## src/rtl/nibble_serial_adder.sv

```systemverilog
// Multi-precision add/subtract sequencer: one 4-bit ripple adder reused over
// WIDTH/4 nibbles, LS nibble first, with a registered inter-nibble carry.

module ripple_adder_4bit (
  input  logic [3:0] a,
  input  logic [3:0] b,
  input  logic       cin,
  output logic [3:0] s,
  output logic       cout
);
  logic [4:0] c;

  always_comb begin
    c    = '0;
    s    = '0;
    c[0] = cin;
    for (int unsigned i = 0; i < 4; i++) begin
      s[i]     = a[i] ^ b[i] ^ c[i];
      c[i + 1] = (a[i] & b[i]) | (c[i] & (a[i] ^ b[i]));
    end
    cout = c[4];
  end
endmodule

module nibble_serial_adder #(
  parameter int WIDTH = 16
) (
  input  logic             clock,
  input  logic             reset,
  input  logic             start_valid,
  output logic             start_ready,
  input  logic [WIDTH-1:0] left,
  input  logic [WIDTH-1:0] right,
  input  logic             carry_in,
  input  logic             subtract,
  output logic             result_valid,
  input  logic             result_ready,
  output logic [WIDTH-1:0] sum,
  output logic             carry_out,
  output logic             overflow,
  output logic             busy
);
  localparam int NIBBLES = WIDTH / 4;
  localparam int CW      = (NIBBLES > 1) ? $clog2(NIBBLES) : 1;
  localparam logic [CW-1:0] LAST = CW'(NIBBLES - 1);

  typedef enum logic [1:0] {IDLE, RUN, DONE} state_t;

  state_t           state_q, state_d;
  logic [WIDTH-1:0] a_q, b_q;
  logic             carry_q;
  logic [CW-1:0]    cnt_q;
  logic             msb_l_q, msb_r_q;
  logic [WIDTH-1:0] sum_q;
  logic             cout_q, ovf_q;

  logic [3:0]       add_sum;
  logic             add_cout;
  logic [WIDTH-1:0] full_sum;
  logic             accept, last;

  ripple_adder_4bit u_adder (
    .a    (a_q[3:0]),
    .b    (b_q[3:0]),
    .cin  (carry_q),
    .s    (add_sum),
    .cout (add_cout)
  );

  assign accept = start_valid && (state_q == IDLE);
  assign last   = (cnt_q == LAST);

  // Partial nibbles collect separately so sum keeps the previous result
  // until the final nibble lands.
  generate
    if (NIBBLES == 1) begin : g_single
      assign full_sum = add_sum;
    end else begin : g_multi
      logic [WIDTH-5:0] acc_q;
      assign full_sum = {add_sum, acc_q};
      always_ff @(posedge clock or posedge reset) begin
        if (reset)
          acc_q <= '0;
        else if (state_q == RUN)
          acc_q <= full_sum[WIDTH-1:4];
      end
    end
  endgenerate

  always_ff @(posedge clock or posedge reset) begin
    if (reset)
      state_q <= IDLE;
    else
      state_q <= state_d;
  end

  always_comb begin
    state_d = state_q;
    unique case (state_q)
      IDLE:    if (start_valid) state_d = RUN;
      RUN:     if (last) state_d = DONE;
      DONE:    if (result_ready) state_d = IDLE;
      default: state_d = IDLE;
    endcase
  end

  always_comb begin
    start_ready  = (state_q == IDLE) && !reset;
    result_valid = (state_q == DONE);
    busy         = (state_q != IDLE);
  end

  always_ff @(posedge clock or posedge reset) begin
    if (reset) begin
      a_q     <= '0;
      b_q     <= '0;
      carry_q <= 1'b0;
      cnt_q   <= '0;
      msb_l_q <= 1'b0;
      msb_r_q <= 1'b0;
      sum_q   <= '0;
      cout_q  <= 1'b0;
      ovf_q   <= 1'b0;
    end else if (accept) begin
      a_q     <= left;
      b_q     <= subtract ? ~right : right;
      carry_q <= subtract ? 1'b1 : carry_in;
      cnt_q   <= '0;
      msb_l_q <= left[WIDTH-1];
      msb_r_q <= subtract ? ~right[WIDTH-1] : right[WIDTH-1];
    end else if (state_q == RUN) begin
      a_q     <= a_q >> 4;
      b_q     <= b_q >> 4;
      carry_q <= add_cout;
      cnt_q   <= cnt_q + 1'b1;
      if (last) begin
        sum_q  <= full_sum;
        cout_q <= add_cout;
        ovf_q  <= (msb_l_q == msb_r_q) && (add_sum[3] != msb_l_q);
      end
    end
  end

  assign sum       = sum_q;
  assign carry_out = cout_q;
  assign overflow  = ovf_q;
endmodule

```

## config.mk

```make
export PLATFORM = sky130hd
export DESIGN_NAME = nibble_serial_adder
export DESIGN_NICKNAME = d
export VERILOG_FILES = /design/src/rtl/nibble_serial_adder.sv
export SDC_FILE = /design/constraint.sdc
export NUM_CORES = 1
export LEC_CHECK = 0
export ABC_AREA = 1
export CORE_MARGIN = 8
export CORE_UTILIZATION = 40
export CTS_CLUSTER_DIAMETER = 80
export DETAILED_ROUTE_END_ITERATION = 10
export GPL_TIMING_DRIVEN = 0
export SKIP_CTS_REPAIR_TIMING = 1
export SLEW_MARGIN = 5
export SYNTH_ARGS = -nofsm -noshare
export SYNTH_HDL_FRONTEND = slang
export SYNTH_HIERARCHICAL = 1
export SYNTH_SLANG_ARGS = --single-unit
```

## constraint.sdc

```tcl
create_clock -name clock -period 3 [get_ports clock]
set_clock_uncertainty 0.05 [all_clocks]
set_input_delay 0.6 -clock clock [delete_from_list [all_inputs] [get_ports clock]]
set_output_delay 0.6 -clock clock [all_outputs]
set_load 0.01 [all_outputs]
```

## Yosys cells after proc, flatten, opt, wreduce, memory -nomap -nowiden

Index checks and enable logic that the tools add are counted.
W data, S select, Z words.

- Word-level logic and storage cells: 67
- Output and inout port bits: 21
- Bits in registers: 69
- Bits of input ports: 38

- Equality and inequality tests: 8
- Muxes and demuxes: 15
- Reduce and logical (&&, ||, !) cells: 9
- $add $sub $neg: 1
- Bitwise operators: 23

Operators with widths:

| cell | number |
|---|---|
| $mux W16 | 5 |
| $not A16 Y16 | 1 |
| $mux W2 | 5 |
| $and A1 B1 Y1 | 8 |
| $xor A1 B1 Y1 | 8 |
| $pmux W2 S3 | 1 |
| $reduce_and A3 Y1 | 2 |
| $eq A2 B2 Y1 const B | 2 |
| $mux W1 | 4 |
| $ne A2 B2 Y1 const B | 2 |
| $or A1 B1 Y1 | 4 |
| $reduce_bool A2 Y1 | 2 |
| $logic_and A1 B1 Y1 | 3 |
| $add A2 B1 Y2 const B | 1 |
| $eq A2 B1 Y1 const B | 1 |
| $logic_not A2 Y1 | 1 |
| $ne A2 B1 Y1 const B | 1 |
| $not A1 Y1 | 2 |
| $eq A1 B1 Y1 | 1 |
| $logic_not A1 Y1 | 1 |
| $ne A1 B1 Y1 | 1 |

## Logic depth before layout (Yosys ltp)

Gate-level depths: netlist of run 1.

- Word-level depth: 11
- Gate-level depth with buffers: 12
- Mapped depth without buffers: 12

## Hierarchy

Netlist of run 1, hierarchy kept.

Modules (own cells, without submodules):

| module | cells an instance | sequential area each (um^2) | instances | area an instance (um^2) |
|---|---|---|---|---|
| nibble_serial_adder | 386 | 1726.7 | 1 | 3155.5 |
| ripple_adder_4bit | 14 | 0.0 | 1 | 117.6 |

## Worst setup path after synthesis of run 1

OpenSTA, ideal clock, no wires.

- Kind: reg-to-reg
- Start point: register a_q[0]
- End point: register ovf_q, in the netlist overflow
- Setup time: 0.065 ns
- Path buffers: 0
- Period minus slack after synthesis: 2.331 ns
- Stages on the path, launching flop included: 13
- Arrival: 2.216 ns
- Data required time: 2.885 ns
- Path slack: 0.669 ns
- Cell sequence: dfrtp_1 fa_1 inv_1 fa_1 inv_1 fa_1 inv_1 fa_1 inv_1 inv_1 o21ai_0 nand3_1 nand2_1

- Cells in the longest elaborated chain, start to end: 10
- Elaborated cells between the ends (all ways): 11
- Those cells by class: 1 x eq/ne; 9 x bitwise; 1 x reduce/logical

RTL lines:

| what | RTL line | text |
|---|---|---|
| from (decl) | 50 | `logic [WIDTH-1:0] a_q, b_q;` |
| from (signal assigned) | 125 | `a_q <= left;` |
| from (signal assigned) | 132 | `a_q <= a_q >> 4;` |
| $xor A1 B1 Y1 | 19 | `c[i + 1] = (a[i] & b[i]) \| (c[i] & (a[i] ^ b[i]));` |
| $and A1 B1 Y1 | 19 |  |
| $or A1 B1 Y1 * | 19 |  |
| $and A1 B1 Y1 * | 19 |  |
| $or A1 B1 Y1 * | 19 |  |
| $and A1 B1 Y1 * | 19 |  |
| $or A1 B1 Y1 * | 19 |  |
| $xor A1 B1 Y1 * | 18 | `s[i] = a[i] ^ b[i] ^ c[i];` |
| net add_sum[3] | 57 | `logic [3:0] add_sum;` |
| $ne A1 B1 Y1 * | 139 | `ovf_q <= (msb_l_q == msb_r_q) && (add_sum[3] != msb_l_q);` |
| $logic_and A1 B1 Y1 * | 139 |  |
| to (signal assigned) | 139 |  |
| to (decl) | 55 | `logic cout_q, ovf_q;` |

Mark *: on every way through the listed nets, which the timed path passes. The rest lies on a longest branch.
A chain may end at the register's enable or synchronous reset.

## Worst setup path after layout of run 1

Same ends and word-level chain as after synthesis.

==> results.json, run 1 <==
{
  "status": "complete, no violations",
  "synth.distinct_cells": 23,
  "worstPathRequired_ns": 3.23,
  "placedInstanceArea_um2": 3998,
  "clock-sinks": 69,
  "cts_root_buffer": "clkbuf_8",
  "synth_seq_cells": 69,
  "synth_top_area_share_pct": 52.75,
  "final_area_um2": 4178,
  "slew_viol_final": 0,
  "hp-start": "sum[2]",
  "timing.fmax_mhz": 405.5,
  "grt_pass1_vias": 2740,
  "grt.overflow.total": 0,
  "fin_util_pct": 51.62,
  "synth_xor_area_share_pct": 1.070,
  "ys_top_cells_by_area": "dfrtp_1 (53%), nand2_1 (21%), inv_1 (4.8%), o21ai_0 (4.4%), nand3_1 (3.2%)",
  "cts_inserted_buffers": 9,
  "timing.final.crit_share_pct": 82.20,
  "cp_slowest_stage_delay_ns": 0.42,
  "grt_antenna_before_repair": 0,
  "power_leakage_nw": 2.146,
  "vias_per_cell": 4.581,
  "synth_fa_ha_area_share_pct": 2.829,
  "gp_congestion": 0.8103,
  "drtAntennaViolNets": 0,
  "period_minus_slack_ns": 2.466,
  "cp_max_fo": 3,
  "wl_per_cell_um": 12.93,
  "worst-r2r-setup-slack_ns": 0.53,
  "critPathKind": "flip-flop to flip-flop",
  "start_kind": "flip-flop",
  "grt_start_max_net_pins": 40,
  "synth_edf_count": 0,
  "place_ws_ns": 0.5344,
  "fin_ws_ns": 0.5339,
  "wirelength_um": 7463,
  "p_int_w": 0.002497,
  "timing.rr.end": "overflow",
  "drtPass1Iterations": 4,
  "hold_viol": 0,
  "power_frac_clock_pct": 17.9,
  "hold_path_end": "sum[2]",
  "vias": 2643,
  "dr.first_iter.drc_count": 101,
  "crit_chain": "fa_1, inv_1, fa_1, inv_1, fa_1, inv_1, fa_1, inv_1, inv_1, o21ai_0, nand3_1, nand2_1",
  "worst_ep_arrival_time_ns": 2.70,
  "clock_latency_ns": 0.34,
  "diodes": 0,
  "clock_path_buffers": 2,
  "yosys.area_share.simple_pct": 26.83,
  "dp.final_hpwl_um": 5419,
  "synth_nets": 443,
  "crit_top_cell": "inv_1",
  "grt_pass1_wl_um": 12770,
  "pwr_density_cell_nw_per_um2": 981.6,
  "async_flop_share_pct": 100.0,
  "layout-drive-gt1-share_pct": 8.263,
  "die_area_um2": 11330,
  "end_kind": "flip-flop",
  "yosysSeqAreaShare_pct": 52.75,
  "finalSetupViolCount": 0,
  "row_count": 33,
  "cp_top_family": "adder cells",
  "synth_top_family_by_area": "simple AND/OR/NAND/NOR gates",
  "avgSynthCellArea_um2": 8.183,
  "r2r-start": "a_q[0]",
  "clkSlewWorstSetupHoldPaths_ns": 0.07,
  "critPathBufInv": 5,
  "crit_slowest_cell": "fa_1",
  "synth_flop_cell": "dfrtp_1",
  "synthMuxAreaShare_pct": 0,
  "h-tree-depth": 3,
  "grt_use_total_pct": 14.26,
  "rsz0062_at_grt": "false",
  "core_area_um2": 8093,
  "syn-cell-area_um2": 3273,
  "yosys.area.top_type": "dfrtp_1",
  "cts_tree": "done",
  "layout.nets": 512,
  "fp.dieH_um": 106.5,
  "fillers": 822,
  "area_growth_pct": 27.64,
  "hp-class": "flip-flop to flip-flop",
  "combPwrFrac_pct": 43.6,
  "p_sw_share_pct": 39.11,
  "io_buffers": 57,
  "peakVddDrop_mv": 0.3676,
  "drc": 0,
  "yosys_warnings": 6,
  "r2r_cells": 12,
  "p_sw_w": 0.001604,
  "synth_compound_area_share_pct": 7.225,
  "slew_headroom_pct": 73.36,
  "drv_cap": 0,
  "start_util_pct": 40.45,
  "seqPwrFrac_pct": 38.5,
  "ios": 59,
  "worst_pin_slew_ns": 0.3997,
  "die_w_um": 106.5,
  "hold_path_depth": 2,
  "synth_cells": 400
}
registers in the layout (all words and copies together) (netlist names):
register       flops
a_q               16
b_q               16
sum               16
g_multi.acc_q     12
cnt_q              2
state_q            2
carry_out          1
carry_q            1
msb_l_q            1
msb_r_q            1
overflow           1
cell usage in the layout, fill, tap and decap left out:
master / instances
clkdlybuf4s50_1: 57
dfrtp_1: 69
buf_12: 1
xnor2_1: 3
nor2_1: 3
ha_1: 1
o21ai_0: 29
bufinv_16: 1
inv_4: 1
nor2_4: 2
clkbuf_1: 3
nand2_4: 1
nand2_2: 1
o31ai_1: 1
clkbuf_8: 10
inv_1: 41
fa_1: 4
nor2_8: 1
o21ai_1: 12
nand2_1: 187
xor2_1: 1
o211ai_1: 1
o21ai_4: 1
nand3_1: 21
buf_4: 5
buf_6: 6
buf_2: 6
clkinv_2: 1
inv_2: 2
per-layer routing:
metal | global-route usage, % | share of wire, % | vias to the layer above
li1 | - | - | 1351
met1 | 17.58 | 46 | 1228
met2 | 23.19 | 47 | 55
met3 | 4.235 | 5.3 | 9
met4 | 5.126 | 1.3 | 0
met5 | 0 | 0 | -
worst min-delay path, stage by stage (launching register included):
cell     delay [ns]
dfrtp_1        0.35
nand2_1        0.05
nand2_1        0.04
how the worst max path moves through the flow:
| stage | start | end | cells after the start |
|---|---|---|---|
| detailed placement | a_q[0] | overflow | 12 |
| finish | a_q[0] | overflow | 12 |
| floorplan | reset | a_q[0] | 1 |
| global placement | reset | a_q[12] | 2 |
| global route | a_q[0] | overflow | 12 |
| CTS | a_q[0] | overflow | 12 |
Yosys cell counts (2+ instances only):
cell	n
nand2_1	187
nor2_4	2
buf_6	6
buf_4	5
o21ai_1	12
buf_2	6
nor2_1	3
inv_2	2
xnor2_1	3
fa_1	4
nand3_1	21
dfrtp_1	69
inv_1	42
o21ai_0	29
logic make-up after synthesis:
logic type | count (synthesis)
DFF | 69
AOI/OAI and AO/OA | 44
xor gates and xnor gates | 4
adders and majority gates | 5
and+or+nand+nor | 216
buffers and inverters | 62
power by group through the flow:
stage / sequential [W] / clock (W) / combinational [W]
final: 0.00158 / 0.000734 / 0.00179
after global routing: 0.00163 / 0.000795 / 0.00205
after CTS: 0.00158 / 0.000749 / 0.00183
after detailed placement: 0.00159 / 0 / 0.00183
after global placement: 0.00158 / 0 / 0.00179
after floorplan: 0.00159 / 0 / 0.00113
area by class of cell:
cell class              instances  area [µm²]  share of cell area [%]
plain buffers                  18       138.9                   3.324
inverters                      44       167.7                   4.013
repair buffers                 58       590.6                   14.14
clock buffers                  12       145.1                   3.474
clock inverters                 2       35.03                  0.8386
flip-flops and latches         69        1727                   41.33
multi-input cells             269        1242                   29.74
well taps                     105       131.4                   3.145
stage by stage:
stage,setup TNS [ns],cells,hold WS (ns),power (W)
2_1_floorplan,0,400,0.3959,0.002723
3_3_place_gp,-45.15,562,0.4042,0.003363
3_5_place_dp,0,563,0.4076,0.003421
4_1_cts,0,577,0.4261,0.004160
5_1_grt,0,577,0.4596,0.004475
6_report,0,577,0.4187,0.004101
Power figures use the tool's default switching activity.
==> run 2, diff against run 1 <==
--- a/config.mk
+++ b/config.mk
@@ -11,6 +11,7 @@
 export CTS_CLUSTER_DIAMETER = 80
 export DETAILED_ROUTE_END_ITERATION = 10
 export GPL_TIMING_DRIVEN = 0
+export PLACE_DENSITY = 0.66
 export SKIP_CTS_REPAIR_TIMING = 1
 export SLEW_MARGIN = 5
 export SYNTH_ARGS = -nofsm -noshare
==> constraint.sdc (replaced) <==
create_clock -name clock -period 2.2 [get_ports clock]
set_clock_uncertainty 0.05 [all_clocks]
set_input_delay 0.44 -clock clock [delete_from_list [all_inputs] [get_ports clock]]
set_output_delay 0.44 -clock clock [all_outputs]
set_load 0.01 [all_outputs]
==> results.json, run 2 (synthesis gave the netlist of run 1 again) <==
{
  "use_met1_pct": 16.74,
  "hold_path_depth": 2,
  "clock_path_buffers": 2,
  "worst_pin_slew_ns": 0.4489,
  "gr-usage-met3_pct": 3.448,
  "peakVddDrop_mv": 0.5365,
  "finalSetupViolCount": 3,
  "hp-class": "flip-flop to flip-flop",
  "core_area_um2": 8093,
  "layout.nets": 516,
  "cp_slowest_stage_delay_ns": 0.42,
  "fp.dieH_um": 106.5,
  "hold_viol": 0,
  "power_leakage_nw": 2.168,
  "grt_antenna_before_repair": 0,
  "die_w_um": 106.5,
  "die_area_um2": 11330,
  "cts_root_buffer": "clkbuf_8",
  "grt_use_total_pct": 13.57,
  "critPathBufInv": 5,
  "met2_usage_pct": 22.52,
  "end_kind": "flip-flop",
  "clkSlewWorstSetupHoldPaths_ns": 0.07,
  "cp.depth": 12,
  "tns_ns": -0.5005,
  "start_util_pct": 40.45,
  "drv_cap": 0,
  "grt_busiest_layer": "met2",
  "drc": 0,
  "crit_chain": "fa_2, inv_2, fa_2, inv_1, fa_2, inv_2, fa_1, inv_2, inv_2, o21ai_2, nand3_1, nand2_1",
  "cts_tree": "done",
  "slew_headroom_pct": 70.01,
  "fin_ws_ns": -0.1777,
  "drtPass1Iterations": 5,
  "r2r_cells": 12,
  "crit_slowest_cell": "fa_1",
  "clock-sinks": 69,
  "vias_per_cell": 4.593,
  "grt.overflow.total": 0,
  "status": "finished with violations",
  "dp.final_hpwl_um": 5426,
  "layout-drive-gt1-share_pct": 11.72,
  "pwr_density_cell_nw_per_um2": 1369,
  "worst_ep_arrival_time_ns": 2.61,
  "cp_max_fo": 2,
  "crit_top_cell": "inv_2",
  "vias": 2678,
  "slew_viol_final": 0,
  "row_count": 33,
  "rsz0062_at_grt": "true",
  "h-tree-depth": 3,
  "fillers": 808,
  "area_growth_pct": 30.50,
  "diodes": 0,
  "wl_per_cell_um": 12.51,
  "critPathKind": "flip-flop to flip-flop",
  "timing.final.crit_share_pct": 108.1,
  "grt_start_max_net_pins": 28,
  "period_minus_slack_ns": 2.378,
  "layout_commonest_cell": "nand2_1",
  "final_cell_mix": "nand2_1 (187), dfrtp_1 (69), clkdlybuf4s50_1 (57)",
  "start_kind": "flip-flop",
  "timing.fmax_mhz": 420.6,
  "ios": 59,
  "gp_congestion": 0.8135,
  "violations": "negative setup slack",
  "cp_top_family": "adder cells",
  "grt_pass1_vias": 2726,
  "io_buffers": 57,
  "grt_pass1_wl_um": 12410,
  "dr.first_iter.drc_count": 121,
  "place_ws_ns": -0.2364,
  "cts_inserted_buffers": 9,
  "drtAntennaViolNets": 0,
  "worstPathRequired_ns": 2.43,
  "wirelength_um": 7291,
  "clock_latency_ns": 0.34
}
-- run 2: cell count changes in the layout (fill, tap and decap cells not counted), sizes merged --
cell	previous run	this run
inv	44	43
buf	18	22
clkinvlp	0	4
clkbuf	13	11
bufinv	1	2
-- run 2: layout make-up --
class,instances,area [µm²],share of cell area (%)
flip-flops and latches,69,1727,40.42
multi-input cells,269,1257,29.44
repair buffers,62,633.1,14.82
inverters,44,168.9,3.954
plain buffers,18,138.9,3.251
well taps,105,131.4,3.076
clock buffers,10,127.6,2.988
clock inverters,6,87.58,2.050
-- run 2: per-layer routing --
layer,routed length [µm],part of all wire (%),up-vias
li1,-,-,1371
met1,3429,47,1235
met2,3393,47,61
met3,367,5.0,11
met4,100,1.4,0
met5,0,0,-
-- run 2: metrics by stage --
step | std cells | util, % | cell area, µm² | power (W) | hold slack (ns)
final | 583 | 52.78 | 4272 | 0.005847 | 0.4265
after global routing | 583 | 52.78 | 4272 | 0.006347 | 0.4441
after detailed placement | 564 | 49.69 | 4021 | 0.004661 | 0.4155
after floorplan | 400 | - | 3279 | 0.003721 | 0.3959
after global placement | 562 | 49.20 | 3981 | 0.004561 | 0.4053
after CTS | 580 | 52.35 | 4237 | 0.005801 | 0.4343
-- run 2: worst paths after layout --
path,to,slack (ns),from
max in group asynchronous,a_q[15],0.98,reset
max reg2reg,overflow,-0.18,carry_q
min,sum[2],0.43,sum[2]
min in group asynchronous,sum[11],0.44,reset
max,overflow,-0.18,carry_q
min reg2reg,sum[2],0.43,sum[2]
-- run 2: where the power goes --
| part | switching (W) | internal (W) |
|---|---|---|
| clock | 0.000494 | 0.000636 |
| combinational | 0.00145 | 0.00112 |
| sequential | 0.000315 | 0.00183 |
| total | 0.00226 | 0.00359 |
-- run 2: worst reg2reg max path: cells and delay by family, from the launching register on --
kind,cells,cell delay (ns)
adder cells (fa/ha/maj),4,1.31
AO/OA/AOI/OAI,1,0.12
buffers and inverters,5,0.29
AND/OR/NAND/NOR,2,0.14
flip-flops,1,0.41
==> run 3, diff against run 2 <==
--- a/config.mk
+++ b/config.mk
@@ -6,10 +6,12 @@
 export NUM_CORES = 1
 export LEC_CHECK = 0
 export ABC_AREA = 1
+export CORE_ASPECT_RATIO = 0.7
 export CORE_MARGIN = 8
 export CORE_UTILIZATION = 40
 export CTS_CLUSTER_DIAMETER = 80
 export DETAILED_ROUTE_END_ITERATION = 10
+export GPL_ROUTABILITY_DRIVEN = 0
 export GPL_TIMING_DRIVEN = 0
 export PLACE_DENSITY = 0.66
 export SKIP_CTS_REPAIR_TIMING = 1
==> results.json, run 3 (synthesis gave the netlist of run 1 again) <==
{
  "status": "finished with violations",
  "violations": "negative setup slack",
  "critPathBufInv": 4,
  "cts_tree": "done",
  "crit_chain": "fa_2, inv_2, fa_2, inv_2, fa_2, inv_2, fa_1, inv_2, o21ai_0, nand3_1, nand2_1",
  "ios": 59,
  "wirelength_um": 7576,
  "drc": 0,
  "timing.fmax_mhz": 416.1,
  "cts_root_buffer": "clkbuf_16",
  "power.total_w": 0.006251,
  "row_count": 27,
  "start_kind": "flip-flop",
  "worst_pin_slew_ns": 0.4081,
  "peakVddDrop_mv": 0.6285,
  "start_util_pct": 41.41,
  "io_buffers": 57,
  "grt_pass1_wl_um": 12820,
  "grt.overflow.total": 0,
  "drtAntennaViolNets": 0,
  "cp_slowest_stage_delay_ns": 0.43,
  "wl_per_cell_um": 13.13,
  "end_kind": "flip-flop",
  "finalSetupViolCount": 3,
  "area_growth_pct": 32.84,
  "crit_top_cell": "inv_2",
  "vias_per_cell": 4.655,
  "layout.nets": 514,
  "rsz0062_at_grt": "true",
  "final_area_um2": 4348,
  "final_cell_mix": "nand2_1 (187), dfrtp_1 (68), clkdlybuf4s50_1 (57)",
  "cts_inserted_buffers": 9,
  "slew_viol_final": 0,
  "cp.depth": 11,
  "grt_pass1_vias": 2772,
  "grt_use_total_pct": 14.26,
  "clock_path_buffers": 2,
  "slew_headroom_pct": 72.73,
  "worstPathRequired_ns": 2.37,
  "dr.first_iter.drc_count": 123,
  "placedInstanceArea_um2": 4016,
  "period_minus_slack_ns": 2.404,
  "clock-sinks": 69,
  "layout-drive-gt1-share_pct": 11.55,
  "dp.final_hpwl_um": 5761,
  "worst-r2r-setup-slack_ns": -0.20,
  "tns_ns": -0.5594,
  "diodes": 0,
  "hold_path_depth": 2,
  "layout_commonest_cell": "nand2_1",
  "fillers": 762,
  "h-tree-depth": 3,
  "grt_antenna_before_repair": 0,
  "fin_ws_ns": -0.2035,
  "r2r_cells": 11,
  "fin_util_pct": 55.00,
  "die_w_um": 124.1,
  "drtPass1Iterations": 5,
  "fp.dieH_um": 91.69,
  "hold_viol": 0,
  "timing.final.crit_share_pct": 109.3,
  "crit_slowest_cell": "fa_1",
  "power_leakage_nw": 2.209,
  "cp_max_fo": 2,
  "drv_cap": 0,
  "grt_start_max_net_pins": 30,
  "cp_top_family": "adder cells",
  "clkSlewWorstSetupHoldPaths_ns": 0.06,
  "hp-class": "flip-flop to flip-flop",
  "core_area_um2": 7905,
  "critPathKind": "flip-flop to flip-flop",
  "pwr_density_cell_nw_per_um2": 1438,
  "clock_latency_ns": 0.33,
  "die_area_um2": 11380,
  "worst_ep_arrival_time_ns": 2.57,
  "vias": 2686
}
run 3: cell count changes in the layout (fill, tap and decap cells not counted), sizes merged:
cell	before	now
clkbuf	11	12
clkinvlp	4	1
buf	22	20
clkinv	1	3
run 3: stage by stage:
stage | std cells | setup slack [ns] | hold WS, ns
5_1_grt | 577 | -0.3086 | 0.4442
4_1_cts | 576 | -0.3187 | 0.4228
6_report | 577 | -0.2035 | 0.4217
2_1_floorplan | 400 | -0.06330 | 0.3959
3_3_place_gp | 558 | -0.1890 | 0.4053
3_5_place_dp | 560 | -0.2971 | 0.4090
run 3: per-layer routing:
metal / GRT usage [%] / wire length [µm] / up-vias
li1: - / - / 1374
met1: 18.57 / 3481 / 1240
met2: 22.35 / 3583 / 68
met3: 4.960 / 478 / 4
met4: 3.159 / 32 / 0
met5: 0 / 0 / -
run 3: worst paths after layout:
path,endpoint,from
worst min-delay path,sum[3],sum[3]
min in group asynchronous,sum[2],reset
worst max register to register,overflow,b_q[0]
worst min register to register,sum[3],sum[3]
max in group asynchronous,a_q[4],reset
worst max-delay path,overflow,b_q[0]
run 3: worst register-to-register path: stages, from the launching register on:
cell and delay (ns):
dfrtp_1 0.42, fa_2 0.37, inv_2 0.06, fa_2 0.18
inv_2 0.04, fa_2 0.33, inv_2 0.07, fa_1 0.43
inv_2 0.09, o21ai_0 0.11, nand3_1 0.09, nand2_1 0.05
run 3: layout make-up:
cell class / instances / area (µm²) / share of cell area, %
plain buffers: 18 / 138.9 / 3.194
clock inverters: 5 / 75.07 / 1.727
well taps: 101 / 126.4 / 2.906
inverters: 44 / 171.4 / 3.942
repair buffers: 60 / 618.1 / 14.22
flip-flops and latches: 69 / 1728 / 39.74
multi-input cells: 269 / 1257 / 28.92
clock buffers: 11 / 232.7 / 5.353
run 3: where the power goes:
group          switching [W]  leakage [nW]  internal [W]
Sequential          0.000331         0.879       0.00184
Clock               0.000508         0.153      0.000986
Combinational        0.00147          1.18       0.00112
